==> config.mk <==
export PLATFORM = sky130hd
export DESIGN_NAME = mem_arbiter
export DESIGN_NICKNAME = d
export VERILOG_FILES = /design/src/rtl/riscv_soc_pkg.sv /design/src/rtl/mem_arbiter_grant.sv /design/src/rtl/mem_arbiter.sv
export SDC_FILE = /design/constraint.sdc
export NUM_CORES = 1
export LEC_CHECK = 0
export CORE_ASPECT_RATIO = 2
export CORE_UTILIZATION = 37
export CTS_BUF_LIST = sky130_fd_sc_hd__clkbuf_4
export CTS_CLUSTER_DIAMETER = 80
export CTS_CLUSTER_SIZE = 20
export DETAILED_ROUTE_END_ITERATION = 8
export PLACE_DENSITY = 0.83
export SLEW_MARGIN = 20
export SYNTH_ARGS = -nofsm -noshare
export SYNTH_HDL_FRONTEND = slang
export SYNTH_SLANG_ARGS = --single-unit
==> constraint.sdc <==
create_clock -name clk -period 2.14 [get_ports clk]
set_input_delay 0.321 -clock clk [delete_from_list [all_inputs] [get_ports clk]]
set_output_delay 0.321 -clock clk [all_outputs]
set_load 0.02 [all_outputs]
==> src/rtl/riscv_soc_pkg.sv <==
// Shared types and constants for the core memory subsystem.
package riscv_soc_pkg;

   localparam int unsigned XLEN     = 32;
   localparam int unsigned STRB_W   = XLEN / 8;
   localparam int unsigned STREAK_W = 4;
   localparam int unsigned LAT_W    = 3;

   typedef enum logic [1:0] {
      ST_IDLE = 2'd0,
      ST_WAIT = 2'd1,
      ST_RESP = 2'd2
   } arb_state_e;

   typedef enum logic {
      OWN_IF = 1'b0,
      OWN_LS = 1'b1
   } arb_owner_e;

   // Saturating increment for the LS streak counter.
   function automatic logic [STREAK_W-1:0] streak_sat_inc(input logic [STREAK_W-1:0] v);
      return (v == '1) ? v : v + STREAK_W'(1);
   endfunction

endpackage

==> src/rtl/mem_arbiter_grant.sv <==
// Fixed LS-first priority with a streak cap that forces a waiting fetch through.
module mem_arbiter_grant
   import riscv_soc_pkg::*;
#(
   parameter int unsigned MAX_LS_STREAK = 4
) (
   input  logic                if_valid,
   input  logic                ls_valid,
   input  logic [STREAK_W-1:0] streak,
   output logic                grant_if,
   output logic                grant_ls
);

   // LS wins unless it has used up its streak while fetch is waiting.
   always_comb begin
      grant_ls = ls_valid && ((streak < STREAK_W'(MAX_LS_STREAK)) || !if_valid);
      grant_if = if_valid && !grant_ls;
   end

endmodule

==> src/rtl/mem_arbiter.sv <==
// Shares one single-port SRAM between instruction fetch and load/store, one access in flight.
module mem_arbiter
   import riscv_soc_pkg::*;
#(
   parameter int unsigned AW            = 32,
   parameter int unsigned MEM_LATENCY   = 1,
   parameter int unsigned MAX_LS_STREAK = 4
) (
   input  logic              clk,
   input  logic              rst_n,
   input  logic              if_req_valid,
   input  logic [AW-1:0]     if_req_addr,
   output logic              if_req_ready,
   output logic              if_rsp_valid,
   output logic [XLEN-1:0]   if_rsp_rdata,
   input  logic              ls_req_valid,
   input  logic [AW-1:0]     ls_req_addr,
   input  logic              ls_req_we,
   input  logic [STRB_W-1:0] ls_req_wstrb,
   input  logic [XLEN-1:0]   ls_req_wdata,
   output logic              ls_req_ready,
   output logic              ls_rsp_valid,
   output logic [XLEN-1:0]   ls_rsp_rdata,
   output logic              mem_en,
   output logic [STRB_W-1:0] mem_wstrb,
   output logic [AW-3:0]     mem_addr,
   output logic [XLEN-1:0]   mem_wdata,
   input  logic [XLEN-1:0]   mem_rdata
);

   arb_state_e          state_q, state_d;
   arb_owner_e          owner_q, owner_d;
   logic [LAT_W-1:0]    lat_cnt_q, lat_cnt_d;
   logic [STREAK_W-1:0] streak_q, streak_d;
   logic                ls_we_q, ls_we_d;
   logic                grant_if, grant_ls;
   logic                capture_c;

   // Byte offsets are irrelevant to a word-wide SRAM.
   logic unused_addr_lsb;
   assign unused_addr_lsb = ^{if_req_addr[1:0], ls_req_addr[1:0]};

   mem_arbiter_grant #(
      .MAX_LS_STREAK (MAX_LS_STREAK)
   ) u_grant (
      .if_valid (if_req_valid),
      .ls_valid (ls_req_valid),
      .streak   (streak_q),
      .grant_if (grant_if),
      .grant_ls (grant_ls)
   );

   // FSM, owner, latency and streak registers.
   always_ff @(posedge clk or negedge rst_n) begin
      if (!rst_n) begin
         state_q   <= ST_IDLE;
         owner_q   <= OWN_IF;
         lat_cnt_q <= '0;
         streak_q  <= '0;
         ls_we_q   <= 1'b0;
      end else begin
         state_q   <= state_d;
         owner_q   <= owner_d;
         lat_cnt_q <= lat_cnt_d;
         streak_q  <= streak_d;
         ls_we_q   <= ls_we_d;
      end
   end

   // Next state, grant handshake and SRAM strobe; the request path is held off during reset.
   always_comb begin
      state_d      = state_q;
      owner_d      = owner_q;
      lat_cnt_d    = lat_cnt_q;
      streak_d     = streak_q;
      ls_we_d      = ls_we_q;
      capture_c    = 1'b0;
      if_req_ready = 1'b0;
      ls_req_ready = 1'b0;
      mem_en       = 1'b0;
      mem_wstrb    = '0;
      mem_addr     = '0;
      mem_wdata    = '0;

      case (state_q)
         ST_IDLE: begin
            if (rst_n && grant_ls) begin
               ls_req_ready = 1'b1;
               mem_en       = 1'b1;
               mem_addr     = ls_req_addr[AW-1:2];
               mem_wstrb    = ls_req_we ? ls_req_wstrb : '0;
               mem_wdata    = ls_req_wdata;
               owner_d      = OWN_LS;
               ls_we_d      = ls_req_we;
               lat_cnt_d    = LAT_W'(MEM_LATENCY - 1);
               streak_d     = if_req_valid ? streak_sat_inc(streak_q) : '0;
               state_d      = ST_WAIT;
            end else if (rst_n && grant_if) begin
               if_req_ready = 1'b1;
               mem_en       = 1'b1;
               mem_addr     = if_req_addr[AW-1:2];
               owner_d      = OWN_IF;
               ls_we_d      = 1'b0;
               lat_cnt_d    = LAT_W'(MEM_LATENCY - 1);
               streak_d     = '0;
               state_d      = ST_WAIT;
            end
         end
         ST_WAIT: begin
            if (lat_cnt_q == '0) begin
               capture_c = 1'b1;
               state_d   = ST_RESP;
            end else begin
               lat_cnt_d = lat_cnt_q - LAT_W'(1);
            end
         end
         ST_RESP: begin
            state_d = ST_IDLE;
         end
         default: begin
            state_d = ST_IDLE;
         end
      endcase
   end

   // Response registers: valid pulses during RESP, data holds until the next response.
   always_ff @(posedge clk or negedge rst_n) begin
      if (!rst_n) begin
         if_rsp_valid <= 1'b0;
         if_rsp_rdata <= '0;
         ls_rsp_valid <= 1'b0;
         ls_rsp_rdata <= '0;
      end else begin
         if_rsp_valid <= capture_c && (owner_q == OWN_IF);
         ls_rsp_valid <= capture_c && (owner_q == OWN_LS);
         if (capture_c && (owner_q == OWN_IF)) begin
            if_rsp_rdata <= mem_rdata;
         end
         if (capture_c && (owner_q == OWN_LS)) begin
            ls_rsp_rdata <= ls_we_q ? '0 : mem_rdata;
         end
      end
   end

endmodule
==> summary.txt, run 1 <==
Port Buffer Count: 267
CTS sink cnt: 77
Failing checks: negative setup slack
Worst Path Required: 1820 ps
Initial Util: 38.2%
Total CTS buffers: 9
Placement Cell Area: 6900 µm²
Worst EP arrival: 2060 ps
Routed WL: 15900 µm
Synth Area per Inst: 10.7 µm²
Mapped Nets: 512
Overall global routing resource usage: 28.2%
DP Wirelength: 11700 µm
F_max: 421 MHz
Layout cells sized above 1: 35.4%
Largest net degree at the start of global routing: 78
Iteration count of the initial detailed-routing pass: 5
Minimum clock period: 2380 ps
Post-place setup slack: -445 ps
Synth unique cells: 39
Register area share after synthesis: 48.2%
Top post-synthesis cells by count: dfrtp_1 (77), mux2_2 (62), nand3_1 (60)
Reg clk slew, reported paths: 130 ps
Synth area leader: dfrtp_1
Chip Width: 75.5 µm
Reg2reg end: lat_cnt_q[1]
Clock tree buffer depth: 2
Nets: 798
Min Hold Slack: 484 ps
Final TNS setup: -9960 ps
Post-synth EDFFs: 0
Hold Startpoint: lat_cnt_q[0]
Routed len/inst: 19.7 µm
FFs w/ async S/R, synth: 100%
Vias in the first global route: 4253
RR Startpoint: state_q[1]
Sw Share: 36.6%
GP Congestion: 0.870
R2r setup slk: -20 ps
Die Ht: 149 µm
#FFs+latches synth: 77
Leak: 3.18 nW
Slowest-stage cell, CP: dfrtp_1
Slew @ Worst Pin: 422 ps
Syn Inst Count: 372
FP Rows: 53
Register share of total power: 34.2%
Vias: 4122
Largest fanout on the critical path: 5
Slew HR: 71.6%
Combinational Power Share: 52.8%
Clock share of power: 13.0%
Top_reg_cell synth: dfrtp_1
Reg2Reg Depth: 13
P_sw: 2.59 mW
Max VDD drop: 0.000735 V
Final Setup Violations: 68
Synth-to-layout area growth: 87.8%
First-pass GRT wire length: 23100 µm
WHS Path Cells: 1
Max-Cap Viols: 0
CTS H-tree depth: 3
Final worst-path setup slack: -237 ps
Clock Latency Late Sink: 440 ps
IO Count: 272
Synth warnings: 0
Layout Skew: 26.4 ps
Final Max Tran Viols: 0
Post-layout power: 7.08 mW
Worst path cell trace: or3b_4 > nor3_4 > buf_6 > buf_16 > and3_4 > buf_6
Core area: 10500 µm²
Most common cell in the synthesized netlist: dfrtp_1
Drt first-iter violations: 241
Int Power: 4.49 mW
Fill cells: 796
Pwr Density: 943 nW/µm²
Clk root buf: clkbuf_4
Min-delay worst type: register to register
CTS tree: yes
Vias per inst: 5.12
Grt ovf: 0
Unrepaired setup endpoints after global routing: yes
Share of Yosys cell area claimed by the top area cell type: 48.2%
Period utilization: 111%
Crit end category: primary output
Worst hold endpoint: lat_cnt_q[0]
Final Instance Area: 7510 µm²
Most frequent CP cell: buf_6
Final Hold Viols: 0
DRC: 0
Mapped cell area: 4000 µm²
Status: finished with violations
Startpoint Class: register
Slowest stage delay, CP: 410 ps
Die footprint: 11200 µm²
Routed Antenna Nets: 0
Top cells by area, synth: dfrtp_1 (48%), mux2_2 (17%), nand3_1 (7.5%), nor2b_1 (5.3%), and2_1 (5.2%)
Initial antenna violation count: 5
Worst Path Class, Setup: register to primary output
-- layout make-up --
cell class                 count  area, µm²  area share, %
tap                          137        171           2.28
inverter                       5       18.8          0.250
timing repair buffer         308       3230           43.1
antenna                        5       12.5          0.167
multi-input combinational    257       2000           26.6
sequential                    77       1930           25.7
clock inverter                 6       71.3          0.950
clock buffer                  10       75.1           1.00
-- routing by layer --
metal | track usage, % | wire length, µm | vias to the layer above
met5 | 0 | 0 | -
met4 | 15.7 | 691 | 0
met3 | 11.0 | 1790 | 42
met2 | 44.9 | 7870 | 223
met1 | 31.4 | 5550 | 1980
li1 | - | - | 1877
-- per-stage QoR --
step           utilization [%]  instances
3_3_place_gp              65.9        765
5_1_grt                   71.6        805
4_1_cts                   70.7        796
2_1_floorplan                -        372
6_report                  71.6        805
3_5_place_dp              65.9        765
-- cell usage in the layout, fill, tap and decap left out, types with 2 or more instances in the layout --
cell / n
a21oi_1: 31
a22o_1: 2
and2_4: 32
and3_4: 4
buf_12: 4
buf_16: 4
buf_2: 2
buf_4: 27
buf_6: 42
clkbuf_16: 2
clkbuf_4: 10
clkdlybuf4s15_2: 29
clkdlybuf4s50_1: 197
dfrtp_1: 77
diode_2: 5
ha_1: 3
inv_1: 4
mux2_1: 2
mux2_2: 62
nand2_1: 2
nand2b_1: 2
nand3_1: 60
nor2b_1: 33
o22ai_1: 2
or3b_4: 2
-- repair_timing --
item,4_1_cts,5_1_grt
pin swaps,4,14
hold endpoints to repair,0,22
endpoints found under the setup margin,69,69
buffers inserted,12,1
gates cloned,3,2
hold buffers,0,1
resized for setup,365,6
-- worst max path at each step --
stage                                to  slack (ps)         start  depth (start not counted)
after floorplan           mem_wdata[13]         280    state_q[0]                          6
after global placement     mem_wstrb[1]        -430  if_req_valid                          6
after detailed placement   mem_wstrb[0]        -450  ls_req_valid                          6
after CTS                  mem_wstrb[2]        -280    state_q[1]                          6
after global routing       mem_wstrb[2]        -320    state_q[1]                          6
final                      mem_wstrb[3]        -240    state_q[1]                          6
-- registers in the layout (all words and copies together), names as in the netlist --
register and count:
if_rsp_rdata 32, ls_rsp_rdata 32, streak_q 4, lat_cnt_q 3, state_q 2, if_rsp_valid 1, ls_rsp_valid 1, ls_we_q 1
owner_q 1
-- worst max-delay path, delay by kind of cell (launching register included) --
| family | cells | cell delay (ps) |
|---|---|---|
| simple gates | 3 | 810 |
| flops | 1 | 410 |
| buf+inv | 3 | 400 |
-- cell families (layout without fill, tap and decap cells) --
kind of cell / after synthesis / after routing / share of synthesized area, %
compound gates: 42 / 42 / 5.88
fa+ha+maj: 3 / 3 / 0.939
buf+inv: 38 / 329 / 4.85
flops: 77 / 77 / 48.2
mux: 66 / 66 / 18.7
other cells: 0 / 5 / 0
simple gates: 146 / 146 / 21.5
-- power groups by stage --
stage          sequential (mW)  clock [mW]  combinational [mW]
3_3_place_gp              2.40           0                3.58
2_1_floorplan             3.18           0               0.916
6_report                  2.42       0.922                3.74
3_5_place_dp              2.46           0                3.63
5_1_grt                   2.50        1.01                3.92
4_1_cts                   2.42       0.956                3.74
Power figures use the tool's default switching activity.
==> run 2: changes to the inputs <==
--- a/config.mk
+++ b/config.mk
@@ -11,7 +11,8 @@
 export CTS_CLUSTER_DIAMETER = 80
 export CTS_CLUSTER_SIZE = 20
 export DETAILED_ROUTE_END_ITERATION = 8
-export PLACE_DENSITY = 0.83
+export MAX_ROUTING_LAYER = met4
+export PLACE_DENSITY_LB_ADDON = 0.25
 export SLEW_MARGIN = 20
 export SYNTH_ARGS = -nofsm -noshare
 export SYNTH_HDL_FRONTEND = slang
==> run 2 against run 1 <==
  * The run still ends with negative setup slack left
  * Cell count fell by 1.9%
  * Sequential share of layout area decreased by 0.22 points
  * Non-clock buffer count decreased by 11
  * Final area increased by 0.88%
  * Clock power is 3.9% lower
  * Global-route usage shrank 5.4 points
  * Total power decreased by 1.1%
  * Sequential power about the same
  * Flip-flop and latch count unchanged
  * Hold slack worse by 450 ps
  * Highest routed layer unchanged
==> summary.txt, run 2 (same netlist as run 1, synthesis figures left out) <==
Status: finished with violations
Failing checks: negative setup slack
Die footprint: 11200 µm² (unchanged)
Sw Share: 36.9% (+0.24 points)
Max VDD drop: 0.000844 V (+15%)
Vias in the first global route: 3882 (-8.7%)
Nets: 787 (-1.4%)
CP delay by family, top: buffers and inverters
Final Hold Viols: 0 (unchanged)
CTS sink cnt: 77 (unchanged)
Most frequent cells in the layout: clkdlybuf4s50_1 (197), dfrtp_1 (77), mux2_2 (62)
Period utilization: 115% (+3.6 points)
Iteration count of the initial detailed-routing pass: 4 (-1)
Routed len/inst: 19.0 µm (-3.5%)
Multi-input logic area: 2330 µm² (+17%)
Worst Path Class, Setup: input pin to primary output
Placed Cells: 762 (-0.39%)
Die Ht: 149 µm (unchanged)
CTS tree: yes
First-pass GRT wire length: 18700 µm (-19%)
Register area: 1930 µm² (unchanged)
Grt ovf: 0 (unchanged)
GRT busiest layer: met2
WP buf/inv: 3 (unchanged)
Final worst-path setup slack: -315 ps (-77.4 ps)
CTS H-tree depth: 3 (unchanged)
Crit end category: primary output
Layout Skew: 18.6 ps (-7.76 ps)
Slowest stage delay, CP: 530 ps (+120 ps)
Final Max Tran Viols: 0 (unchanged)
Drt first-iter violations: 98 (-59%)
Min Hold Slack: 31.1 ps (-453 ps)
Clock share of power: 12.6% (-0.4 points)
Core area: 10500 µm² (unchanged)
Largest net degree at the start of global routing: 79 (+1.3%)
Vias: 4067 (-1.3%)
Initial Util: 38.2% (unchanged)
Clk root buf: clkbuf_4
Slew @ Worst Pin: 601 ps (+180 ps)
Fill cells: 758 (-4.8%)
FP Rows: 53 (unchanged)
Worst Path Required: 1820 ps (about the same)
Port Buffer Count: 267 (unchanged)
Layout cells sized above 1: 39.0% (+3.5 points)
Slowest-stage cell, CP: clkdlybuf4s50_1
Final Setup Violations: 67 (-1.5%)
Total CTS buffers: 9 (unchanged)
Initial antenna violation count: 1 (-4)
Pwr Density: 925 nW/µm² (-2.0%)
Int Power: 4.42 mW (-1.5%)
Final Non-Filler Cells: 790 (-1.9%)
Clock tree buffer depth: 2 (unchanged)
GP Congestion: 0.771 (-11%)
Post-CTS Hold Buffers: 0 (unchanged)
Leak: 3.19 nW (+0.23%)
DRC: 0 (unchanged)
Most frequent CP cell: buf_4
Minimum clock period: 2450 ps (+77.4 ps)
Final TNS setup: -6120 ps (+3840 ps)
Unrepaired setup endpoints after global routing: yes
Final Instance Area: 7570 µm² (+0.88%)
Chip Width: 75.5 µm (unchanged)
Synth-to-layout area growth: 89.4%
Largest fanout on the critical path: 30 (+25)
F_max: 407 MHz (-3.2%)
Commonest non-fill, non-tap cell in the layout: clkdlybuf4s50_1
Worst path cell trace: clkdlybuf4s50_1 > buf_4 > nand3_1 > a21oi_1 > buf_4
P_sw: 2.58 mW (-0.45%)
Startpoint Class: input pin
Overall global routing resource usage: 22.8% (-5.4 points)
M1 GR Usage: 21.9% (-9.5 points)
DP Wirelength: 9910 µm (-16%)
Min-delay worst type: input pin to asynchronous set/reset pin
Worst EP arrival: 2130 ps (+70 ps)
Register share of total power: 34.3% (about the same)
IO Count: 272 (unchanged)
M2 GR Usage: 41.6% (-3.3 points)
Routed WL: 15000 µm (-5.3%)
GR Util met3: 5.07% (-5.9 points)
Vias per inst: 5.15 (+0.54%)
Slew HR: 59.9% (-12 points)
Reg clk slew, reported paths: 130 ps (about the same)
Placement Cell Area: 6870 µm² (-0.54%)
Max-Cap Viols: 0 (unchanged)
Largest regs: if_rsp_rdata (32), ls_rsp_rdata (32), streak_q (4)
Clock Latency Late Sink: 410 ps (-30 ps)
Combinational Power Share: 53.0% (+0.2 points)
Routed Antenna Nets: 0 (unchanged)
[run 2: worst reg2reg max path, cell delays in order, from the launching register on]
cell and delay (ps):
dfrtp_1 390, or3b_4 430, buf_6 230, or2_0 270, buf_4 170, mux2_4 250
[run 2: worst paths after layout]
kind	from	end	slack, ps	cells after the start
hold / removal	rst_n	if_rsp_rdata[31]	30	2
min in group clk	if_rsp_rdata[26]	if_rsp_rdata[26]	500	1
max in group asynchronous	rst_n	if_rsp_rdata[4]	1700	2
hold reg to reg	if_rsp_rdata[26]	if_rsp_rdata[26]	500	1
setup / recovery	ls_req_valid	mem_addr[1]	-310	5
setup reg to reg	state_q[0]	streak_q[0]	290	5
[run 2: what timing repair did]
item,4_1_cts,5_1_grt
endpoints found under the hold margin,0,0
buffers inserted,4,1
pin swaps,1,38
cloned,0,6
setup endpoints to repair,69,69
resized for setup,311,147
[run 2: layout make-up]
type                    instances  share of cell area, %
inverters                       5                  0.248
well taps                     137                   2.26
repair buffers                297                   39.3
clock buffers                  10                  0.991
flip-flops and latches         77                   25.4
multi-input cells             257                   30.8
diodes                          1                 0.0330
clock inverters                 6                  0.942
[run 2: power by group through the flow]
| stage | Sequential (mW) | Clock, mW | Combinational (mW) |
|---|---|---|---|
| finish | 2.41 | 0.886 | 3.71 |
| global route | 2.48 | 0.979 | 3.89 |
| CTS | 2.41 | 0.938 | 3.61 |
| detailed placement | 2.44 | 0 | 3.63 |
| global placement | 2.40 | 0 | 3.59 |
| floorplan | 3.18 | 0 | 0.916 |
[run 2: stage by stage]
stage               power (mW)  setup slack, ps  utilization, %
global placement          5.99             -443            65.5
CTS                       6.96             -192            65.6
global route              7.35             -371            72.3
floorplan                 4.10              279               -
finish                    7.00             -315            72.3
detailed placement        6.07             -462            65.5
[run 2: per-layer routing]
layer,wire length [µm],up-vias,share of wire (%)
met1,4950,1976,33
met3,1240,49,8.2
li1,-,1845,-
met5,0,-,0
met4,737,0,4.9
met2,8120,197,54
